File: src/rtl/id_ex_operand_stage_if.sv
// id_ex_operand_stage_if: ID-side inputs, forwarding selects and EX-side registered outputs.
interface id_ex_operand_stage_if #(
  parameter int DW  = 32,
  parameter int AW  = 5,
  parameter int CW  = 4,
  parameter int SCW = 16
);
  logic          id_valid;
  logic [AW-1:0] id_rs_addr;
  logic [AW-1:0] id_rt_addr;
  logic [DW-1:0] id_rs_data;
  logic [DW-1:0] id_rt_data;
  logic [DW-1:0] id_imm;
  logic [AW-1:0] id_w_addr;
  logic          id_write_reg;
  logic          id_mem_read;
  logic [CW-1:0] id_alu_ctrl;
  logic [1:0]    fwd1;
  logic [1:0]    fwd2;
  logic [DW-1:0] ex_result;
  logic [DW-1:0] mem_result;
  logic          flush;
  logic          hold;
  logic           stall_req;
  logic           ex_valid;
  logic [DW-1:0]  ex_op_a;
  logic [DW-1:0]  ex_op_b;
  logic [DW-1:0]  ex_imm;
  logic [AW-1:0]  ex_w_addr;
  logic           ex_write_reg;
  logic           ex_mem_read;
  logic [CW-1:0]  ex_alu_ctrl;
  logic [SCW-1:0] stall_cnt;
  modport slave (
    input  id_valid, id_rs_addr, id_rt_addr, id_rs_data, id_rt_data, id_imm,
           id_w_addr, id_write_reg, id_mem_read, id_alu_ctrl, fwd1, fwd2,
           ex_result, mem_result, flush, hold,
    output stall_req, ex_valid, ex_op_a, ex_op_b, ex_imm, ex_w_addr,
           ex_write_reg, ex_mem_read, ex_alu_ctrl, stall_cnt
  );
  modport master (
    output id_valid, id_rs_addr, id_rt_addr, id_rs_data, id_rt_data, id_imm,
           id_w_addr, id_write_reg, id_mem_read, id_alu_ctrl, fwd1, fwd2,
           ex_result, mem_result, flush, hold,
    input  stall_req, ex_valid, ex_op_a, ex_op_b, ex_imm, ex_w_addr,
           ex_write_reg, ex_mem_read, ex_alu_ctrl, stall_cnt
  );
endinterface

File: src/rtl/id_ex_operand_stage.sv
// id_ex_operand_stage: ID/EX register with operand forwarding muxes and load-use bubble insertion.
module id_ex_operand_stage #(
  parameter int DW  = 32,
  parameter int AW  = 5,
  parameter int CW  = 4,
  parameter int SCW = 16
) (
  input logic clk,
  input logic rst_n,
  id_ex_operand_stage_if.slave bus
);
  localparam logic [1:0] EX_FWD  = 2'b01;
  localparam logic [1:0] MEM_FWD = 2'b10;
  logic [DW-1:0] opa;
  logic [DW-1:0] opb;
  logic          luh;
  always_comb begin
    opa = bus.fwd1 == EX_FWD ? bus.ex_result : bus.fwd1 == MEM_FWD ? bus.mem_result : bus.id_rs_data;
    opb = bus.fwd2 == EX_FWD ? bus.ex_result : bus.fwd2 == MEM_FWD ? bus.mem_result : bus.id_rt_data;
  end
  // a load into $0 never produces a usable value, so it cannot be a hazard source
  assign luh = bus.id_valid & bus.ex_valid & bus.ex_mem_read & (|bus.ex_w_addr) &
               (bus.ex_w_addr == bus.id_rs_addr | bus.ex_w_addr == bus.id_rt_addr);
  assign bus.stall_req = luh & ~bus.flush & ~bus.hold;
  always_ff @(posedge clk) begin
    if (!rst_n) begin
      bus.ex_valid     <= 1'b0;
      bus.ex_op_a      <= '0;
      bus.ex_op_b      <= '0;
      bus.ex_imm       <= '0;
      bus.ex_w_addr    <= '0;
      bus.ex_write_reg <= 1'b0;
      bus.ex_mem_read  <= 1'b0;
      bus.ex_alu_ctrl  <= '0;
      bus.stall_cnt    <= '0;
    end else if (bus.flush || (!bus.hold && luh)) begin
      bus.ex_valid     <= 1'b0;
      bus.ex_op_a      <= '0;
      bus.ex_op_b      <= '0;
      bus.ex_imm       <= '0;
      bus.ex_w_addr    <= '0;
      bus.ex_write_reg <= 1'b0;
      bus.ex_mem_read  <= 1'b0;
      bus.ex_alu_ctrl  <= '0;
      if (!bus.flush && !(&bus.stall_cnt)) bus.stall_cnt <= bus.stall_cnt + SCW'(1);
    end else if (!bus.hold) begin
      bus.ex_valid     <= bus.id_valid;
      bus.ex_op_a      <= opa;
      bus.ex_op_b      <= opb;
      bus.ex_imm       <= bus.id_imm;
      bus.ex_w_addr    <= bus.id_w_addr;
      bus.ex_write_reg <= bus.id_valid & bus.id_write_reg;
      bus.ex_mem_read  <= bus.id_valid & bus.id_mem_read;
      bus.ex_alu_ctrl  <= bus.id_alu_ctrl;
    end
  end
endmodule

File: src/flat_wrapper.sv
// flat-port wrapper written by rule: the top's interface ports become plain ports
module id_ex_operand_stage_flat 
#(
  parameter int DW  = 32,
  parameter int AW  = 5,
  parameter int CW  = 4,
  parameter int SCW = 16
)
  (clk, rst_n, bus_id_valid, bus_id_rs_addr, bus_id_rt_addr, bus_id_rs_data, bus_id_rt_data, bus_id_imm, bus_id_w_addr, bus_id_write_reg, bus_id_mem_read, bus_id_alu_ctrl, bus_fwd1, bus_fwd2, bus_ex_result, bus_mem_result, bus_flush, bus_hold, bus_stall_req, bus_ex_valid, bus_ex_op_a, bus_ex_op_b, bus_ex_imm, bus_ex_w_addr, bus_ex_write_reg, bus_ex_mem_read, bus_ex_alu_ctrl, bus_stall_cnt);
  id_ex_operand_stage_if #(.DW(DW), .AW(AW), .CW(CW), .SCW(SCW)) bus_i ();
  input logic clk;
  input logic rst_n;
  input wire logic [$bits(bus_i.id_valid)-1:0] bus_id_valid;
  input wire logic [$bits(bus_i.id_rs_addr)-1:0] bus_id_rs_addr;
  input wire logic [$bits(bus_i.id_rt_addr)-1:0] bus_id_rt_addr;
  input wire logic [$bits(bus_i.id_rs_data)-1:0] bus_id_rs_data;
  input wire logic [$bits(bus_i.id_rt_data)-1:0] bus_id_rt_data;
  input wire logic [$bits(bus_i.id_imm)-1:0] bus_id_imm;
  input wire logic [$bits(bus_i.id_w_addr)-1:0] bus_id_w_addr;
  input wire logic [$bits(bus_i.id_write_reg)-1:0] bus_id_write_reg;
  input wire logic [$bits(bus_i.id_mem_read)-1:0] bus_id_mem_read;
  input wire logic [$bits(bus_i.id_alu_ctrl)-1:0] bus_id_alu_ctrl;
  input wire logic [$bits(bus_i.fwd1)-1:0] bus_fwd1;
  input wire logic [$bits(bus_i.fwd2)-1:0] bus_fwd2;
  input wire logic [$bits(bus_i.ex_result)-1:0] bus_ex_result;
  input wire logic [$bits(bus_i.mem_result)-1:0] bus_mem_result;
  input wire logic [$bits(bus_i.flush)-1:0] bus_flush;
  input wire logic [$bits(bus_i.hold)-1:0] bus_hold;
  output wire logic [$bits(bus_i.stall_req)-1:0] bus_stall_req;
  output wire logic [$bits(bus_i.ex_valid)-1:0] bus_ex_valid;
  output wire logic [$bits(bus_i.ex_op_a)-1:0] bus_ex_op_a;
  output wire logic [$bits(bus_i.ex_op_b)-1:0] bus_ex_op_b;
  output wire logic [$bits(bus_i.ex_imm)-1:0] bus_ex_imm;
  output wire logic [$bits(bus_i.ex_w_addr)-1:0] bus_ex_w_addr;
  output wire logic [$bits(bus_i.ex_write_reg)-1:0] bus_ex_write_reg;
  output wire logic [$bits(bus_i.ex_mem_read)-1:0] bus_ex_mem_read;
  output wire logic [$bits(bus_i.ex_alu_ctrl)-1:0] bus_ex_alu_ctrl;
  output wire logic [$bits(bus_i.stall_cnt)-1:0] bus_stall_cnt;
  assign bus_i.id_valid = bus_id_valid;
  assign bus_i.id_rs_addr = bus_id_rs_addr;
  assign bus_i.id_rt_addr = bus_id_rt_addr;
  assign bus_i.id_rs_data = bus_id_rs_data;
  assign bus_i.id_rt_data = bus_id_rt_data;
  assign bus_i.id_imm = bus_id_imm;
  assign bus_i.id_w_addr = bus_id_w_addr;
  assign bus_i.id_write_reg = bus_id_write_reg;
  assign bus_i.id_mem_read = bus_id_mem_read;
  assign bus_i.id_alu_ctrl = bus_id_alu_ctrl;
  assign bus_i.fwd1 = bus_fwd1;
  assign bus_i.fwd2 = bus_fwd2;
  assign bus_i.ex_result = bus_ex_result;
  assign bus_i.mem_result = bus_mem_result;
  assign bus_i.flush = bus_flush;
  assign bus_i.hold = bus_hold;
  assign bus_stall_req = bus_i.stall_req;
  assign bus_ex_valid = bus_i.ex_valid;
  assign bus_ex_op_a = bus_i.ex_op_a;
  assign bus_ex_op_b = bus_i.ex_op_b;
  assign bus_ex_imm = bus_i.ex_imm;
  assign bus_ex_w_addr = bus_i.ex_w_addr;
  assign bus_ex_write_reg = bus_i.ex_write_reg;
  assign bus_ex_mem_read = bus_i.ex_mem_read;
  assign bus_ex_alu_ctrl = bus_i.ex_alu_ctrl;
  assign bus_stall_cnt = bus_i.stall_cnt;
  id_ex_operand_stage #(.DW(DW), .AW(AW), .CW(CW), .SCW(SCW)) u_core (.clk(clk), .rst_n(rst_n), .bus(bus_i));
endmodule
File: config.mk
export PLATFORM = sky130hd
export DESIGN_NAME = id_ex_operand_stage_flat
export DESIGN_NICKNAME = d
export VERILOG_FILES = /design/src/rtl/id_ex_operand_stage_if.sv /design/src/rtl/id_ex_operand_stage.sv /design/src/flat_wrapper.sv
export SDC_FILE = /design/constraint.sdc
export NUM_CORES = 1
export LEC_CHECK = 0
export BUFFER_PORTS_ARGS = -buffer_cell sky130_fd_sc_hd__buf_4
export CAP_MARGIN = 10
export CELL_PAD_IN_SITES_DETAIL_PLACEMENT = 0
export CELL_PAD_IN_SITES_GLOBAL_PLACEMENT = 1
export CORE_ASPECT_RATIO = 0.7
export CORE_UTILIZATION = 30
export DETAILED_ROUTE_END_ITERATION = 16
export GPL_TIMING_DRIVEN = 0
export HOLD_SLACK_MARGIN = 0.1
export PLACE_DENSITY = 0.74
export SYNTH_ARGS = -nofsm -noshare
export SYNTH_HDL_FRONTEND = slang
export SYNTH_SLANG_ARGS = --single-unit
File: constraint.sdc
create_clock -name clk -period 1.8 [get_ports clk]
set_input_delay 0.09 -clock clk [delete_from_list [all_inputs] [get_ports clk]]
set_output_delay 0.09 -clock clk [all_outputs]
set_load 0.05 [all_outputs]
==> summary.txt <==
Arrival @ worst endpoint: 1.86 ns
vias in the first global route: 7401
Post-synth top flop: sky130_fd_sc_hd__dfxtp_1
number of antenna-violating nets in the routed design: 0
TritonCTS clock tree: done
# nets final: 1365
largest net degree at the start of global routing: 17
Synth Area in Simple Gates: 18.0%
number of standard-cell rows in the floorplan: 45
number of inserted diodes: 0
Cell variety after synth: 43
Clk Latency, worst-skew pair: 0.43 ns
initial antenna violation count: 0
Worst Tran Pin Value: 0.843 ns
Slew HR: 43.8%
WP data required: 1.71 ns
PnR worst setup slack: -0.147 ns
combinational family with the most area after synthesis: compound AO/OA/AOI/OAI gates
EDFF count, synth: 0
cell chain of the critical path: or4_4 -> o21ai_4 -> nor3_4 -> buf_6
wire length of the first global-routing pass: 43200 µm
TritonCTS Sinks: 124
largest registers: u_core.bus.ex_imm x32, u_core.bus.ex_op_a x32, u_core.bus.ex_op_b x32
DRC viols: 0
top cell type's share of synthesized area: 36.9%
number of placed I/O pins: 315
number of endpoints failing setup at the final stage: 88
Worst Setup End Kind: primary output
1st-pass router iterations: 5
Crit Path Class: reg -> out
share of synthesized area spent on multiplexers: 16.4%
final critical-path share of the clock period: 108%
Warnings, synthesis: 0
fin cells: 1469
adder-cell share of the synthesized area: 0.186%
biggest area contributors in the synthesized netlist: sky130_fd_sc_hd__dfxtp_1 37%, sky130_fd_sc_hd__mux2i_1 16%, sky130_fd_sc_hd__a211oi_1 14%, sky130_fd_sc_hd__nor2_1 6.2%, sky130_fd_sc_hd__nor2b_1 6.1%
proportion of layout cells with a drive suffix above 1: 38.4%
die outline area: 23000 µm²
vias per std cell: 5.12
TritonCTS Buffers: 17
final RePlAce weighted congestion: 0.836
CP Launch Type: flip-flop
die height: 127 µm
gate count after technology mapping: 779
width of the die: 181 µm
initial standard-cell utilization of the core: 30.8%
H-Tree Depth: 4
average cell area after synthesis: 8.64 µm²
Max Clk Rate: 514 MHz
Routed WL: 28400 µm
worst vdd ir: 0.000582 V
highest fanout seen on the critical path: 5
area of the mapped netlist: 6730 µm²
max-slew violation count: 0
failing checks: setup timing
Hold WC Path Type: in -> reg
worst reg2reg setup slack: -0.14 ns
GR Overflow Total: 0
Setup TNS Final: -4.01 ns
power density normalized to cell area: 739 nW/µm²
Worst-path clk slew: 0.06 ns
delay of the slowest cell on the worst path: 0.58 ns
layout overhead on the synthesized area: 65.2%
Static Leakage: 4.78 nW
clock root buffer: sky130_fd_sc_hd__clkbuf_16
area leader, netlist: sky130_fd_sc_hd__dfxtp_1
Detail Placement HPWL: 20800 µm
Synthesized Nets: 970
IO Port Bufs: 312
share of the synthesized area in compound gates (AO/OA/AOI/OAI): 22.5%
status: complete, but fails checks
Fin. Hold Viols: 0
unrepaired setup endpoints after global routing: yes
all-layer global routing usage: 24.2%
vias: 7526
number of DRC markers after the initial detailed-route iteration: 402
final critical-path required period: 1.95 ns
placeable core area: 21800 µm²
worst slack on hold paths: 0.141 ns
maximum count of clock buffers along a single path: 2
Placed Instances: 1373
Slowest cell on crit path: sky130_fd_sc_hd__or4_4
cell family contributing the most delay on the critical path: simple AND/OR/NAND/NOR gates
number of maximum-capacitance violations: 0
xor-xnor portion of the synthesized cell area: 1.30%
final routed wire length divided by cell count: 19.3 µm
portion of the post-synthesis area used by sequential elements: 36.9%
Yosys reg bits: 124
Buf+Inv Stages, Crit Path: 1
worst-case clock skew: 0.0209 ns
FFs w/ async S/R, synth: 0%
[cell families after synthesis]
logic type,count (synthesis)
buffers and inverters,72
adders and majority gates,1
and+or+nand+nor,239
DFF,124
AOI/OAI and AO/OA,223
muxes,110
xor gates and xnor gates,10
[area by class of cell]
type | instances | area (µm²)
fillers | 2105 | 10700
multi-input cells | 583 | 4200
repair buffers | 378 | 2990
flip-flops and latches | 124 | 2540
plain buffers | 68 | 457
clock buffers | 17 | 425
well taps | 282 | 353
clock inverters | 15 | 148
inverters | 2 | 7.51
[routing by layer]
metal	wire length [µm]	global-route usage (%)	share of wire, %
met1	13300	33.2	47
met2	12400	36.7	44
met3	2110	6.76	7.4
met4	561	7.88	2.0
met5	0	0	0
[stage by stage]
stage               setup WS [ns]  area [µm²]  total power, W  utilization, %
floorplan                 -0.0922        6840         0.00390               -
global placement           -0.272        9540         0.00462            43.7
detailed placement         -0.295        9540         0.00464            43.7
CTS                        -0.153       10900         0.00825            49.9
global route               -0.194       11100         0.00854            50.9
finish                     -0.147       11100         0.00821            50.9
[cell usage in the layout (no fill, tap or decap), types with 21 or more instances in the layout]
cell type and n:
sky130_fd_sc_hd__clkbuf_16 21, sky130_fd_sc_hd__dfxtp_1 105, sky130_fd_sc_hd__a211oi_1 129, sky130_fd_sc_hd__clkbuf_1 46
sky130_fd_sc_hd__nor2_1 92, sky130_fd_sc_hd__buf_4 324, sky130_fd_sc_hd__dlygate4sd3_1 45, sky130_fd_sc_hd__a21oi_1 72
sky130_fd_sc_hd__nor2b_1 66, sky130_fd_sc_hd__mux2i_1 110
[worst min-delay path, stage by stage]
cell and delay [ns]:
sky130_fd_sc_hd__buf_4 0.11, sky130_fd_sc_hd__nor2b_1 0.15, sky130_fd_sc_hd__a21oi_1 0.12, sky130_fd_sc_hd__nor2_1 0.05
[report_power, final]
group	internal, W	total (W)	switching, W	leakage, nW
Combinational	0.000830	0.00187	0.00104	3.47
Clock	0.00195	0.00347	0.00152	0.288
Sequential	0.00282	0.00287	0.0000563	1.02
Total	0.00560	0.00821	0.00262	4.78
[cells in the mapped netlist, types with 2 or more instances]
| cell type | instances |
|---|---|
| sky130_fd_sc_hd__nor2b_1 | 66 |
| sky130_fd_sc_hd__and3_1 | 2 |
| sky130_fd_sc_hd__and4_1 | 3 |
| sky130_fd_sc_hd__mux2i_1 | 110 |
| sky130_fd_sc_hd__clkbuf_1 | 55 |
| sky130_fd_sc_hd__dfxtp_1 | 124 |
| sky130_fd_sc_hd__or4_1 | 5 |
| sky130_fd_sc_hd__nand2_1 | 14 |
| sky130_fd_sc_hd__nor2_1 | 111 |
| sky130_fd_sc_hd__buf_6 | 4 |
| sky130_fd_sc_hd__buf_4 | 2 |
| sky130_fd_sc_hd__nand3_1 | 9 |
| sky130_fd_sc_hd__nand4_1 | 5 |
| sky130_fd_sc_hd__nor4_1 | 5 |
| sky130_fd_sc_hd__o31ai_1 | 6 |
| sky130_fd_sc_hd__a21oi_1 | 73 |
| sky130_fd_sc_hd__nand2b_1 | 5 |
| sky130_fd_sc_hd__o21a_1 | 3 |
| sky130_fd_sc_hd__a211oi_1 | 129 |
| sky130_fd_sc_hd__a22oi_1 | 2 |
| sky130_fd_sc_hd__nor3_1 | 6 |
| sky130_fd_sc_hd__xnor2_1 | 10 |
| sky130_fd_sc_hd__or4_4 | 2 |
| sky130_fd_sc_hd__buf_2 | 9 |
[path summary, 6_finish.rpt]
check                           from                     end  cells after the start
min reg2reg   u_core.bus.ex_op_b[31]  u_core.bus.ex_op_b[31]                      2
max reg2reg  u_core.bus.ex_w_addr[2]    u_core.bus.ex_imm[4]                      7
min                     bus_id_valid     u_core.bus.ex_valid                      4
max          u_core.bus.ex_w_addr[2]           bus_stall_req                      4
[timing repair]
action | in CTS | in global routing
pin swaps | 20 | 13
hold endpoints to repair | 53 | 0
buffers inserted | 16 | 5
endpoints found under the setup margin | 121 | 125
gates resized for setup | 40 | 52
gates cloned | 1 | 0
hold buffers | 45 | 0
(Power assumes the default switching activity.)
